--- config.mk ---
export PLATFORM = sky130hd
export DESIGN_NAME = muldiv_seq
export DESIGN_NICKNAME = d
export VERILOG_FILES = /design/src/rtl/muldiv_seq.sv
export SDC_FILE = /design/constraint.sdc
export NUM_CORES = 1
export LEC_CHECK = 0
export BUFFER_PORTS_ARGS = -buffer_cell sky130_fd_sc_hd__clkbuf_2
export CAP_MARGIN = 20
export CELL_PAD_IN_SITES_DETAIL_PLACEMENT = 0
export CELL_PAD_IN_SITES_GLOBAL_PLACEMENT = 2
export CORE_UTILIZATION = 37
export DETAILED_ROUTE_END_ITERATION = 10
export PLACE_DENSITY_LB_ADDON = 0.05
export SLEW_MARGIN = 40
export SYNTH_ARGS = -nofsm -noshare
export SYNTH_HDL_FRONTEND = slang
export SYNTH_SLANG_ARGS = --single-unit
--- constraint.sdc ---
create_clock -name clk -period 4.24 [get_ports clk]
set_clock_uncertainty 0.2 [all_clocks]
set_input_delay 0.636 -clock clk [delete_from_list [all_inputs] [get_ports clk]]
set_output_delay 0.636 -clock clk [all_outputs]
set_load 0.03 [all_outputs]
--- src/rtl/muldiv_seq.sv ---
// rtl/muldiv_seq.sv - sequential signed multiply/divide unit with HI/LO registers
// Works on magnitudes that are WIDTH+1 bits wide, then applies sign correction in the FIX state.
module muldiv_seq #(
    parameter int WIDTH = 32
) (
    input  logic             clk,
    input  logic             rst_n,
    input  logic             start_mult,
    input  logic             start_div,
    input  logic             flush,
    input  logic             mf_req,
    input  logic [WIDTH-1:0] src_a,
    input  logic [WIDTH-1:0] src_b,
    output logic [WIDTH-1:0] hi,
    output logic [WIDTH-1:0] lo,
    output logic             busy,
    output logic             done,
    output logic             stall,
    output logic             dz
);
    localparam int CW = (WIDTH > 1) ? $clog2(WIDTH) : 1;

    typedef enum logic [1:0] {S_IDLE, S_ITER, S_FIX, S_DONE} state_t;

    state_t           state_q, state_d;
    logic [CW-1:0]    count_q, count_d;
    logic [WIDTH:0]   a_mag_q, a_mag_d, b_mag_q, b_mag_d, acc_q, acc_d;
    logic [WIDTH-1:0] qp_q, qp_d, hi_q, hi_d, lo_q, lo_d;
    logic             op_div_q, op_div_d, neg_q, neg_d, sign_a_q, sign_a_d, dz_q, dz_d;

    logic             can_start;
    logic [WIDTH:0]   a_ext, b_ext, a_mag_new, b_mag_new, add_sum, trial, sub_diff;
    logic [2*WIDTH-1:0] prod_mag, prod_fix;
    logic [WIDTH-1:0] quo_fix, rem_fix, a_orig;

    always_comb begin
        a_ext     = {src_a[WIDTH-1], src_a};
        b_ext     = {src_b[WIDTH-1], src_b};
        a_mag_new = src_a[WIDTH-1] ? -a_ext : a_ext;
        b_mag_new = src_b[WIDTH-1] ? -b_ext : b_ext;
        can_start = (state_q == S_IDLE || state_q == S_DONE) && (start_mult || start_div) && !flush;

        // Mult: acc:qp is the partial product, qp also shifts the multiplier out.
        add_sum   = acc_q + (qp_q[0] ? a_mag_q : '0);
        // Div: acc is the partial remainder, qp shifts the dividend out and the quotient in.
        trial     = {acc_q[WIDTH-1:0], qp_q[WIDTH-1]};
        sub_diff  = trial - b_mag_q;

        prod_mag  = {acc_q[WIDTH-1:0], qp_q};
        prod_fix  = neg_q ? -prod_mag : prod_mag;
        quo_fix   = neg_q ? -qp_q : qp_q;
        rem_fix   = sign_a_q ? -acc_q[WIDTH-1:0] : acc_q[WIDTH-1:0];
        a_orig    = sign_a_q ? -a_mag_q[WIDTH-1:0] : a_mag_q[WIDTH-1:0];

        state_d  = state_q;
        count_d  = count_q;
        a_mag_d  = a_mag_q;
        b_mag_d  = b_mag_q;
        acc_d    = acc_q;
        qp_d     = qp_q;
        hi_d     = hi_q;
        lo_d     = lo_q;
        op_div_d = op_div_q;
        neg_d    = neg_q;
        sign_a_d = sign_a_q;
        dz_d     = dz_q;

        case (state_q)
            S_IDLE, S_DONE: begin
                if (can_start) begin
                    state_d  = S_ITER;
                    count_d  = '0;
                    op_div_d = !start_mult;
                    a_mag_d  = a_mag_new;
                    b_mag_d  = b_mag_new;
                    sign_a_d = src_a[WIDTH-1];
                    neg_d    = src_a[WIDTH-1] ^ src_b[WIDTH-1];
                    acc_d    = '0;
                    qp_d     = start_mult ? b_mag_new[WIDTH-1:0] : a_mag_new[WIDTH-1:0];
                    dz_d     = 1'b0;
                end else begin
                    state_d = S_IDLE;
                end
            end
            S_ITER: begin
                if (flush) begin
                    state_d = S_IDLE;
                end else begin
                    if (!op_div_q) begin
                        acc_d = {1'b0, add_sum[WIDTH:1]};
                        qp_d  = {add_sum[0], qp_q[WIDTH-1:1]};
                    end else if (trial >= b_mag_q) begin
                        acc_d = sub_diff;
                        qp_d  = {qp_q[WIDTH-2:0], 1'b1};
                    end else begin
                        acc_d = trial;
                        qp_d  = {qp_q[WIDTH-2:0], 1'b0};
                    end
                    count_d = count_q + CW'(1);
                    if (count_q == CW'(WIDTH - 1)) state_d = S_FIX;
                end
            end
            S_FIX: begin
                if (flush) begin
                    state_d = S_IDLE;
                end else begin
                    state_d = S_DONE;
                    if (!op_div_q) begin
                        {hi_d, lo_d} = prod_fix;
                    end else if (b_mag_q == '0) begin
                        lo_d = '1;
                        hi_d = a_orig;
                        dz_d = 1'b1;
                    end else begin
                        lo_d = quo_fix;
                        hi_d = rem_fix;
                    end
                end
            end
            default: state_d = S_IDLE;
        endcase
    end

    always_ff @(posedge clk or negedge rst_n) begin
        if (!rst_n) begin
            state_q  <= S_IDLE;
            count_q  <= '0;
            a_mag_q  <= '0;
            b_mag_q  <= '0;
            acc_q    <= '0;
            qp_q     <= '0;
            hi_q     <= '0;
            lo_q     <= '0;
            op_div_q <= 1'b0;
            neg_q    <= 1'b0;
            sign_a_q <= 1'b0;
            dz_q     <= 1'b0;
        end else begin
            state_q  <= state_d;
            count_q  <= count_d;
            a_mag_q  <= a_mag_d;
            b_mag_q  <= b_mag_d;
            acc_q    <= acc_d;
            qp_q     <= qp_d;
            hi_q     <= hi_d;
            lo_q     <= lo_d;
            op_div_q <= op_div_d;
            neg_q    <= neg_d;
            sign_a_q <= sign_a_d;
            dz_q     <= dz_d;
        end
    end

    assign hi    = hi_q;
    assign lo    = lo_q;
    assign dz    = dz_q;
    assign busy  = (state_q == S_ITER) || (state_q == S_FIX);
    assign done  = (state_q == S_DONE);
    assign stall = (mf_req || start_mult || start_div) && busy;
endmodule

Yosys cells after proc, flatten, opt, wreduce, memory -nomap -nowiden --
Cells that the tools add are included.
Operators by class: add/sub/neg operators 9, $lt $le $gt $ge 1, equality and inequality tests 10, multiplexer cells 35, bitwise logic cells 2, reductions and logical operators 19
Operator list (count):
- $mux 32 | 11
- $mux 33 | 7
- $neg 32->32 | 3
- $neg 33->33 | 2
- $pmux 33 s2 | 1
- $mux 64 | 1
- $neg 64->64 | 1
- $pmux 32 s2 | 1
- $add 33x33->33 | 1
- $ge 33x33->1 | 1
- $logic_not 33->1 | 1
- $sub 33x33->33 | 1
- $mux 5 | 2
- $ne 2x2->1 const B | 5
- $pmux 5 s2 | 1
- $mux 1 | 6
- $mux 2 | 3
- $pmux 2 s3 | 1
- $add 5x1->5 const B | 1
- $eq 5x5->1 const B | 1
- $logic_or 1x1->1 | 5
- $reduce_and 5->1 | 1
- $eq 2x2->1 const B | 2
- $reduce_and 2->1 | 2
- 11 further kinds | 15
Storage, ports and cells: bits in registers 206, logic and storage cells 88

Logic depth before layout (Yosys ltp) --
Gate-level depths: netlist of run 1.
depth in word-level cells 6, depth in mapped cells 13, gate-level depth less buffers 13

Worst setup path after synthesis of run 1 --
Ideal clock, no wire load.
path type register -> register, start register acc_q[13], end register acc_q[32], data arrival time 2822 ps, path slack 1098 ps, stages on the path, launching flop included 12, buffers on the path 3, path through dfrtp_1 > ha_1 > clkbuf_1 > a21oi_1 > o21ai_0 > o21ai_0 > a2111o_1 > nand3_1 > buf_2 > buf_2 > o21ai_0 > a31o_2
On the way: longest elaborated chain between the ends 5, elaborated cells on any way between the ends 6
RTL lines:
- from (decl) | line 27 | logic [WIDTH:0] a_mag_q, a_mag_d, b_mag_q, b_mag_d, acc_q, acc_d;
- from (signal assigned) | line 130 | acc_q <= '0;
- from (signal assigned) | line 143 | acc_q <= acc_d;
- $sub 33x33->33 or $ge 33x33->1 (tied branches) | line 47, 92
- $mux 33 * | line 92 | end else if (trial >= b_mag_q) begin
- $mux 33 * | line 89 | if (!op_div_q) begin
- $mux 33 * | line 86 | if (flush) begin
- $pmux 33 s2 * | line 68 | case (state_q)
Mark *: on every way between the ends. The rest lies on a longest branch, timed or not. The select of a mux whose other input is x is not followed. A chain may end at the register's enable or synchronous reset.

Final worst setup path of run 1 --
start register acc_q[6], end register acc_q[4]
On the way: longest elaborated chain between the ends 5
RTL lines (line):
- $ge 33x33->1 | 92
- $mux 33 | 92
- $mux 33 | 89
- $mux 33 | 86
- $pmux 33 s2 | 68
No other way between the ends. The select of a mux whose other input is x is not followed.

==> out/results.ini, run 1 <==
[hold_path]
min_path_type = in2reg

[die]
coreArea_mm2 = 0.04675
die_y_um = 220.3
rows = 79
die_w_um = 220.3
ios = 138
start_util_pct = 37.70
dieArea_mm2 = 0.04852

[run_status]
violations = DRC
outcome = finished, violations left

[worst_setup_path]
crit_arrival_ns = 4.19
crit_type = reg2reg
start_kind = register
required_ns = 4.46
path_max_fanout = 26
end_kind = register

[sta]
slew_headroom_pct = 45.58
period_minus_slack_ns = 3.966
rsz0062_at_grt = no
worst_pin_slew_ns = 0.8163
max_freq_mhz = 252.1
hold_violations = 0
finalSetupTns_ns = 0
setup_viol = 0
finalCritPeriodShare_pct = 93.54
finalMaxSlewViolations = 0

[clock_network]
clock_latency_ns = 0.57
cts_buffers = 26
root_buffer = clkbuf_16
clk_pin_slew_worst_paths_ns = 0.06
ctsResizeCount = 0
cts_max_path_buffers = 3
cts_max_level = 1
clock_sinks = 206
cts_tree = yes

[route]
drt-initial-drc-count = 1473
ant_nets = 0
vias_per_cell = 5.755
firstDrtPassIters = 8
vias = 17020
drt-total-wl_um = 69940
drc = 8
wl_per_cell_um = 23.65

[synthesis]
synthesis.nets = 2385
ys_warn_count = 0
ys_types = 75
synth-seq-area-share_pct = 29.24
ys_ff_latch = 206
syn-mean-instance-area_um2 = 7.876
synth_edf_count = 0
synthCells = 2238
ys.flop_type = dfrtp_1
syn-cell-area_mm2 = 0.01763
async_reset_ff_share_pct = 100.0

[grt]
antenna_found_initial = 3
grt_pass1_wl_um = 105400
grt_pass1_vias = 16830
grt-ovfl-total = 0
track_usage_pct = 28.97
grt_max_degree = 86

[place]
dp_hpwl_um = 55240
place.gp.congestion = 0.9435
io_buffers = 137
placed_area_mm2 = 0.01914

[run]
maxCapViolations = 0

[power_and_ir_drop]
power.leakage_nw = 8.958
vdd_drop_max_v = 0.0003086
powerDensity_mw_per_mm2 = 559.2

[final_layout]
drive_above_1_share_pct = 12.57
synthToLayoutAreaGrowth_pct = 13.76
fin_area_mm2 = 0.02005
nets = 2476

## final timing paths
kind	to	cells past startpoint	from	slack [ns]
worst max-delay path	acc_q[4]	10	acc_q[6]	0.27
worst min-delay path	a_mag_q[11]	3	src_a[11]	0.23
worst max register to register	acc_q[4]	10	acc_q[6]	0.27
worst min register to register	count_q[4]	2	count_q[4]	0.28
max in group asynchronous	qp_q[4]	4	rst_n	2.43
min in group asynchronous	acc_q[28]	2	rst_n	0.29
## sequential cells by signal (all words and copies together), names as in the netlist
signal    count
acc_q        33
qp_q         32
b_mag_q      33
count_q       5
neg_q         1
dz            1
op_div_q      1
state_q       2
a_mag_q      33
lo           32
hi           32
sign_a_q      1
## metal layers
metal  vias to the layer above  part of all wire, %  GRT usage (%)
li1                       8196                    -              -
met1                      8260                   45          39.60
met2                       468                   47          48.06
met3                       100                  4.3          2.625
met4                         0                  3.3          9.287
met5                         -                    0              0
## cells in the mapped netlist, types with 14 or more instances
cell type | n | area (µm²)
nor4_1 | 18 | 112.6
or4_1 | 22 | 165.2
o211ai_1 | 36 | 270.3
a31oi_1 | 27 | 168.9
or3_1 | 33 | 206.5
dfrtp_1 | 206 | 5155
o31ai_1 | 47 | 352.8
a21o_1 | 26 | 195.2
o21ai_0 | 250 | 1251
nand4_1 | 28 | 175.2
buf_1 | 16 | 60.06
mux2i_1 | 85 | 850.8
a22oi_1 | 15 | 112.6
nand2_1 | 293 | 1100
nand2b_1 | 16 | 100.1
nand3_1 | 33 | 165.2
o21a_1 | 14 | 105.1
inv_1 | 76 | 285.3
nor2_1 | 163 | 611.8
a211oi_1 | 20 | 150.1
ha_1 | 75 | 938.4
nor3_1 | 24 | 120.1
and2_1 | 40 | 250.2
xor2_1 | 125 | 1095
a21oi_1 | 144 | 720.7
clkbuf_1 | 125 | 469.2
xnor2_1 | 107 | 937.2
## cell type report
type	count	area, µm²
Fill cell	4839	26700
Multi-Input combinational cell	1809	11670
Sequential cell	206	5160
Timing Repair Buffer	210	1304
Clock buffer	41	787.0
Tap cell	607	759.5
Inverter	76	285.3
Clock inverter	5	77.57
Antenna cell	4	10.01
## where the power goes
part	leakage (nW)	switching, mW	total (mW)	internal, mW
clock	0.420	0.926	2.26	1.33
sequential	2.65	0.688	3.02	2.33
combinational	5.88	3.68	5.94	2.26
## kinds of logic after synthesis
group           Yosys count  share of synthesized area, %
simple gates            723                         19.46
compound gates          680                         23.77
xor+xnor                232                         11.53
buf+inv                 223                         4.791
flops                   206                         29.24
mux                      97                         5.657
fa+ha+maj                77                         5.551
## metrics by stage
step / hold WS, ns / cells / total power [mW] / util, % / worst slack (ns)
2_1_floorplan: 0.1404 / 2238 / 6.827 / - / 1.098
3_3_place_gp: 0.2553 / 2906 / 8.924 / 40.94 / 0.4467
3_5_place_dp: 0.2631 / 2906 / 8.922 / 40.94 / 0.3360
4_1_cts: 0.2096 / 2953 / 11.23 / 42.81 / 0.3178
5_1_grt: 0.2498 / 2954 / 11.96 / 42.87 / 0.06276
6_report: 0.2331 / 2958 / 11.21 / 42.89 / 0.2739
## placed cells by master (no fill, tap or decap), types with 68 or more instances in the layout
cell      instances
a21oi_1         144
inv_1            76
ha_1             75
dfrtp_1         204
mux2i_1          85
xor2_1          125
nand2_1         293
buf_4            68
xnor2_1         107
nor2_1          163
o21ai_0         250
clkbuf_2        136
## worst max-delay path: stages, from the launching register on
cell,delay (ns)
dfrtp_1,0.54
ha_1,0.44
nand3_1,0.19
a211oi_1,0.45
o21ai_0,0.30
a2111o_1,0.46
nand3_2,0.50
buf_4,0.27
buf_4,0.18
mux2i_1,0.18
o21ai_0,0.09
## timing repair
action	in CTS	in global routing
hold buffers	1	0
setup buffers	0	0
setup endpoints to repair	0	0
endpoints found under the hold margin	82	0
(Power assumes the default switching activity.)
==> run 2, diff against run 1 <==
--- a/config.mk
+++ b/config.mk
@@ -9,7 +9,7 @@
 export CAP_MARGIN = 20
 export CELL_PAD_IN_SITES_DETAIL_PLACEMENT = 0
 export CELL_PAD_IN_SITES_GLOBAL_PLACEMENT = 2
-export CORE_UTILIZATION = 37
+export CORE_UTILIZATION = 33
 export DETAILED_ROUTE_END_ITERATION = 10
 export PLACE_DENSITY_LB_ADDON = 0.05
 export SLEW_MARGIN = 40
==> constraint.sdc (replaced) <==
create_clock -name clk -period 3.2 [get_ports clk]
set_clock_uncertainty 0.2 [all_clocks]
set_input_delay 0.48 -clock clk [delete_from_list [all_inputs] [get_ports clk]]
set_output_delay 0.48 -clock clk [all_outputs]
set_load 0.03 [all_outputs]
==> out/results.ini, run 2 (same netlist as run 1, synthesis figures left out) <==
[run_status]
outcome = finished clean  ; was finished, violations left

[power_and_ir_drop]
power.leakage_nw = 10.34  ; was 8.958 nW
powerDensity_mw_per_mm2 = 750.6  ; was 559.2 mW/mm²
power_mw = 17.02  ; was 11.21 mW
vdd_drop_max_v = 0.0004550  ; was 0.0003086 V

[final_layout]
final_cell_mix = 311 x buf_4, 290 x nand2_1, 234 x o21ai_0, 203 x dfrtp_1, 158 x nor2_1  ; was 293 x nand2_1, 250 x o21ai_0, 204 x dfrtp_1, 163 x nor2_1, 144 x a21oi_1
reg.largest.list = a_mag_q: 33 flops, acc_q: 33 flops, b_mag_q: 33 flops  ; unchanged
n_fill_cell = 5453  ; was 4839
layout.cells.most_common = buf_4  ; was nand2_1
drive_above_1_share_pct = 24.08  ; was 12.57%
nets = 2729  ; was 2476
synthToLayoutAreaGrowth_pct = 28.63  ; was 13.76%
fin_cells = 3294  ; was 2958

[route]
drc = 0  ; was 8
vias = 18090  ; was 17.02k
ant_nets = 0  ; unchanged
drt-initial-drc-count = 1238  ; was 1473
drt-total-wl_um = 75980  ; was 69940 µm
wl_per_cell_um = 23.07  ; was 23.65 µm
vias_per_cell = 5.491  ; was 5.755
firstDrtPassIters = 5  ; was 8

[worst_setup_path]
start_kind = register  ; unchanged
path_max_fanout = 5  ; was 26
crit_arrival_ns = 3.43  ; was 4.19 ns
required_ns = 3.50  ; was 4.46 ns
path_cells = buf_4 > and2_1 > ha_1 > buf_4 > nor3_1 > nor2_1 > a31oi_2 > buf_4 > or3_4 > a21o_1 > a211oi_2 > o21ai_1 > a22oi_1  ; was ha_1 > nand3_1 > a211oi_1 > o21ai_0 > a2111o_1 > nand3_2 > buf_4 > buf_4 > mux2i_1 > o21ai_0
crit_top_cell = buf_4
r2r_cells = 13  ; was 10
cp-startpoint = qp_q[0]  ; was acc_q[6]
end_kind = register  ; unchanged
slowest_delay_ns = 0.44  ; was 0.54 ns
cp-endpoint = acc_q[24]  ; was acc_q[4]
r2r_slack_ns = 0.06  ; was 0.27 ns
crit_type = reg2reg  ; unchanged
rr_startpoint = qp_q[0]  ; was acc_q[6]
timing.rr.end = acc_q[24]  ; was acc_q[4]
crit_slowest_cell = dfrtp_2  ; was dfrtp_1

[run]
maxCapViolations = 0  ; unchanged

[hold_path]
min_path_type = in2reg  ; unchanged
hold_path_startpoint = start_div  ; was src_a[11]

[sta]
finalCritPeriodShare_pct = 98.04  ; was 93.54%
setup_viol = 0  ; unchanged
period_minus_slack_ns = 3.137  ; was 3.966 ns
slew_headroom_pct = 52.36  ; was 45.58%
hold_violations = 0  ; unchanged
setup_ws_ns = 0.06271  ; was 0.2739 ns
finalMaxSlewViolations = 0  ; unchanged
max_freq_mhz = 318.7  ; was 252.1 MHz
rsz0062_at_grt = yes  ; was no
worst_pin_slew_ns = 0.7094  ; was 0.8163 ns

[place]
io_buffers = 137  ; unchanged
place.gp.congestion = 0.9127  ; was 0.9435
dp_hpwl_um = 61150  ; was 55240 µm
pre_cts_ws_ns = -0.2102  ; was 0.3360 ns
dp.cells = 3227  ; was 2906

[grt]
grt_max_degree = 98  ; was 86
grt-ovfl-total = 0  ; unchanged
grt_pass1_vias = 17580  ; was 16.83k
track_usage_pct = 27.63  ; was 28.97%
antenna_found_initial = 3  ; unchanged
grt_pass1_wl_um = 112100  ; was 105400 µm

[die]
coreArea_mm2 = 0.05266  ; was 0.04675 mm²
die_y_um = 233.1  ; was 220.3 µm
ios = 138  ; unchanged
dieArea_mm2 = 0.05434  ; was 0.04852 mm²
die_w_um = 233.1  ; was 220.3 µm
rows = 84  ; was 79
start_util_pct = 33.48  ; was 37.70%

[clock_network]
root_buffer = clkbuf_16  ; unchanged
clock_latency_ns = 0.59  ; was 0.57 ns
cts_buffers = 29  ; was 26
clock_sinks = 206  ; unchanged
cts_max_level = 1  ; unchanged
clk_pin_slew_worst_paths_ns = 0.06  ; about the same
cts_tree = yes  ; unchanged
cts_max_path_buffers = 3  ; unchanged

[run 2: worst min path at each step]
| stage | depth (start not counted) | to |
|---|---|---|
| finish | 3 | op_div_q |
| global route | 2 | state_q[1] |
| CTS | 3 | op_div_q |
| detailed placement | 1 | acc_q[27] |
| global placement | 1 | acc_q[27] |
| floorplan | 0 | a_mag_q[0] |
[run 2: through the flow]
stage                     TNS (ns)  util, %  instance area [µm²]  hold slack [ns]
after floorplan                  0        -                17630         -0.01559
after global placement      -1.054    40.11                21120           0.1506
after detailed placement    -1.411    40.11                21120           0.1527
after CTS                 -0.03140    42.25                22250          0.01006
after global routing       -0.3274    43.05                22670          0.05193
final                            0    43.06                22670          0.03956
[run 2: worst max-delay path, delay by kind of cell, from the launching register on]
| family | cells | cell delay (ns) |
|---|---|---|
| buffers and inverters | 3 | 0.47 |
| and+or+nand+nor | 4 | 0.73 |
| AOI/OAI and AO/OA | 5 | 0.88 |
| adders and majority gates | 1 | 0.33 |
| DFF | 1 | 0.44 |
[run 2: where the power goes]
group | switching, mW | internal [mW] | leakage [nW]
Combinational | 5.71 | 4.19 | 7.19
Clock | 1.31 | 2.13 | 0.495
Sequential | 0.590 | 3.09 | 2.65
[run 2: what timing repair did]
action                                  CTS  global route
endpoints found under the setup margin   20            48
buffers inserted                          2             9
endpoints found under the hold margin   197             0
resized for setup                        19            86
hold buffers                              1             0
pin swaps                                 8            31
[run 2: layer usage]
| metal | global-route usage (%) | vias to the layer above | part of all wire, % |
|---|---|---|---|
| met5 | 0 | - | 0 |
| met4 | 8.150 | 0 | 3.1 |
| met3 | 2.429 | 95 | 3.4 |
| met2 | 46.22 | 391 | 47 |
| met1 | 37.62 | 8884 | 46 |
| li1 | - | 8716 | - |
[run 2: area by class of cell]
| class | instances | area (µm²) | area share [%] |
|---|---|---|---|
| Antenna cell | 2 | 5.005 | 0.02207 |
| Clock buffer | 42 | 834.6 | 3.681 |
| Clock inverter | 11 | 176.4 | 0.7781 |
| Inverter | 76 | 285.3 | 1.258 |
| Multi-Input combinational cell | 1809 | 12100 | 53.38 |
| Sequential cell | 206 | 5161 | 22.76 |
| Tap cell | 688 | 860.8 | 3.797 |
| Timing Repair Buffer | 460 | 3247 | 14.32 |
==> run 3, diff against run 2 <==
--- a/config.mk
+++ b/config.mk
@@ -9,7 +9,7 @@
 export CAP_MARGIN = 20
 export CELL_PAD_IN_SITES_DETAIL_PLACEMENT = 0
 export CELL_PAD_IN_SITES_GLOBAL_PLACEMENT = 2
-export CORE_UTILIZATION = 33
+export CORE_UTILIZATION = 37
 export DETAILED_ROUTE_END_ITERATION = 10
 export PLACE_DENSITY_LB_ADDON = 0.05
 export SLEW_MARGIN = 40
==> constraint.sdc (replaced) <==
create_clock -name clk -period 3.25 [get_ports clk]
set_clock_uncertainty 0.2 [all_clocks]
set_input_delay 0.4875 -clock clk [delete_from_list [all_inputs] [get_ports clk]]
set_output_delay 0.4875 -clock clk [all_outputs]
set_load 0.03 [all_outputs]
==> out/results.ini, run 3 (same netlist as run 1, synthesis figures left out) <==
[die]
dieArea_mm2 = 0.04852  ; was 0.05434 mm²
rows = 79  ; was 84
die_y_um = 220.3  ; was 233.1 µm
coreArea_mm2 = 0.04675  ; was 0.05266 mm²
ios = 138  ; unchanged
start_util_pct = 37.70  ; was 33.48%
die_w_um = 220.3  ; was 233.1 µm

[grt]
grt_pass1_vias = 17170  ; was 17.58k
grt_max_degree = 67  ; was 98
grt-ovfl-total = 0  ; unchanged
grt_pass1_wl_um = 107200  ; was 112100 µm
antenna_found_initial = 2  ; was 3
track_usage_pct = 29.56  ; was 27.63%

[worst_setup_path]
crit_arrival_ns = 3.39  ; was 3.43 ns
path_max_fanout = 20  ; was 5
end_kind = register  ; unchanged
required_ns = 3.48  ; was 3.50 ns
r2r_slack_ns = 0.09  ; was 0.06 ns
path_cells = inv_1 > ha_1 > a21o_1 > a211o_1 > o211ai_1 > a311o_1 > nand3_2 > buf_12 > buf_4 > o21ai_0 > a21oi_1 > a221o_1  ; was buf_4 > and2_1 > ha_1 > buf_4 > nor3_1 > nor2_1 > a31oi_2 > buf_4 > or3_4 > a21o_1 > a211oi_2 > o21ai_1 > a22oi_1
crit_slowest_cell = dfrtp_1  ; was dfrtp_2
start_kind = register  ; unchanged
slowest_delay_ns = 0.39  ; was 0.44 ns
crit_type = reg2reg  ; unchanged

[route]
ant_nets = 0  ; unchanged
m1WireLength_um = 32780  ; was 35030 µm
wl_met3_um = 2809  ; was 2574 µm
drc = 8  ; was 0
wl_met2_um = 33250  ; was 36010 µm
wl_per_cell_um = 22.91  ; was 23.07 µm
vias_per_cell = 5.639  ; was 5.491
drt-total-wl_um = 71760  ; was 75980 µm
firstDrtPassIters = 9  ; was 5
drt-initial-drc-count = 1259  ; was 1238
vias = 17670  ; was 18.09k
maxUsedRoutingLayer = met4  ; unchanged

[final_layout]
reg.largest.list = a_mag_q: 33 flops, acc_q: 33 flops, b_mag_q: 33 flops  ; unchanged
synthToLayoutAreaGrowth_pct = 23.83  ; was 28.63%
drive_above_1_share_pct = 20.91  ; was 24.08%
nets = 2653  ; was 2729
regArea_mm2 = 0.005160  ; was 0.005161 mm²
final_cell_mix = 289 x nand2_1, 237 x buf_4, 235 x o21ai_0, 204 x dfrtp_1, 162 x nor2_1  ; was 311 x buf_4, 290 x nand2_1, 234 x o21ai_0, 203 x dfrtp_1, 158 x nor2_1
layout.cells.most_common = nand2_1  ; was buf_4
finish.utilization_pct = 46.69  ; was 43.06%
multiInputGateArea_mm2 = 0.01200  ; was 0.01210 mm²
n_fill_cell = 4769  ; was 5453

[clock_network]
cts_tree = yes  ; unchanged
clock_latency_ns = 0.57  ; was 0.59 ns
root_buffer = clkbuf_16  ; unchanged
cts_buffers = 26  ; was 29
cts_max_level = 1  ; unchanged
clk_pin_slew_worst_paths_ns = 0.06  ; about the same
clock_sinks = 206  ; unchanged
cts_max_path_buffers = 3  ; unchanged

[place]
place.gp.congestion = 0.9319  ; was 0.9127
dp_hpwl_um = 58120  ; was 61150 µm
pre_cts_ws_ns = -0.2127  ; was -0.2102 ns
io_buffers = 137  ; unchanged

[sta]
max_freq_mhz = 316.3  ; was 318.7 MHz
hold_violations = 0  ; unchanged
period_minus_slack_ns = 3.162  ; was 3.137 ns
worst_pin_slew_ns = 0.8313  ; was 0.7094 ns
hold_ws_ns = 0.07091  ; was 0.03956 ns
finalCritPeriodShare_pct = 97.29  ; was 98.04%
slew_headroom_pct = 44.58  ; was 52.36%
finalMaxSlewViolations = 0  ; unchanged
setup_viol = 0  ; unchanged
setup_ws_ns = 0.08795  ; was 0.06271 ns
rsz0062_at_grt = yes  ; unchanged
finalSetupTns_ns = 0  ; unchanged

[power_and_ir_drop]
powerDensity_mw_per_mm2 = 731.4  ; was 750.6 mW/mm²
power_mw = 15.97  ; was 17.02 mW
vdd_drop_max_v = 0.0004214  ; was 0.0004550 V
power.leakage_nw = 9.942  ; was 10.34 nW

[hold_path]
min_path_type = in2reg  ; unchanged

[run_status]
violations = DRC
outcome = finished, violations left  ; was finished clean

[run]
maxCapViolations = 0  ; unchanged

-- run 3: area by class of cell --
cell class,instances,share of cell area (%)
tap,607,3.480
sequential,206,23.64
multi-input combinational,1809,54.96
clock inverter,12,0.8197
inverter,76,1.307
antenna,1,0.01146
timing repair buffer,387,12.42
clock buffer,35,3.365
-- run 3: worst max-delay path, delay by kind of cell (launching register included) --
family          cells  cell delay, ns
fa+ha+maj           1            0.28
compound gates      7            1.52
simple gates        1            0.10
buf+inv             3            0.55
flops               1            0.39
-- run 3: repair_timing --
item,CTS,global route
gates resized for setup,6,72
buffers inserted,1,0
pin swaps,2,15
hold buffers,1,0
endpoints found under the setup margin,11,45
hold endpoints to repair,63,0
-- run 3: path summary, 6_finish.rpt --
kind                             start   endpoint  cells past startpoint
max reg2reg                b_mag_q[20]  acc_q[23]                     12
min in group asynchronous        rst_n   acc_q[6]                      2
min                          start_div   op_div_q                      3
max in group asynchronous        rst_n     lo[16]                      4
min reg2reg                      lo[7]      lo[7]                      2
max                        b_mag_q[20]  acc_q[23]                     12
-- run 3: power breakdown --
| group | internal (mW) | switching [mW] |
|---|---|---|
| Clock | 1.90 | 1.20 |
| Sequential | 3.04 | 0.628 |
| Combinational | 3.81 | 5.39 |
-- run 3: stage by stage --
step                      std cells  area [µm²]
after CTS                      3131       21510
final                          3133       21830
after global placement         3082       20550
after detailed placement       3082       20550
after floorplan                2238       17630
after global routing           3132       21820
-- run 3: per-layer routing --
metal / track usage [%] / vias to the layer above
met5: 0 / -
met1: 40.54 / 8574
met4: 11.40 / 0
met2: 48.20 / 418
met3: 2.392 / 110
li1: - / 8564
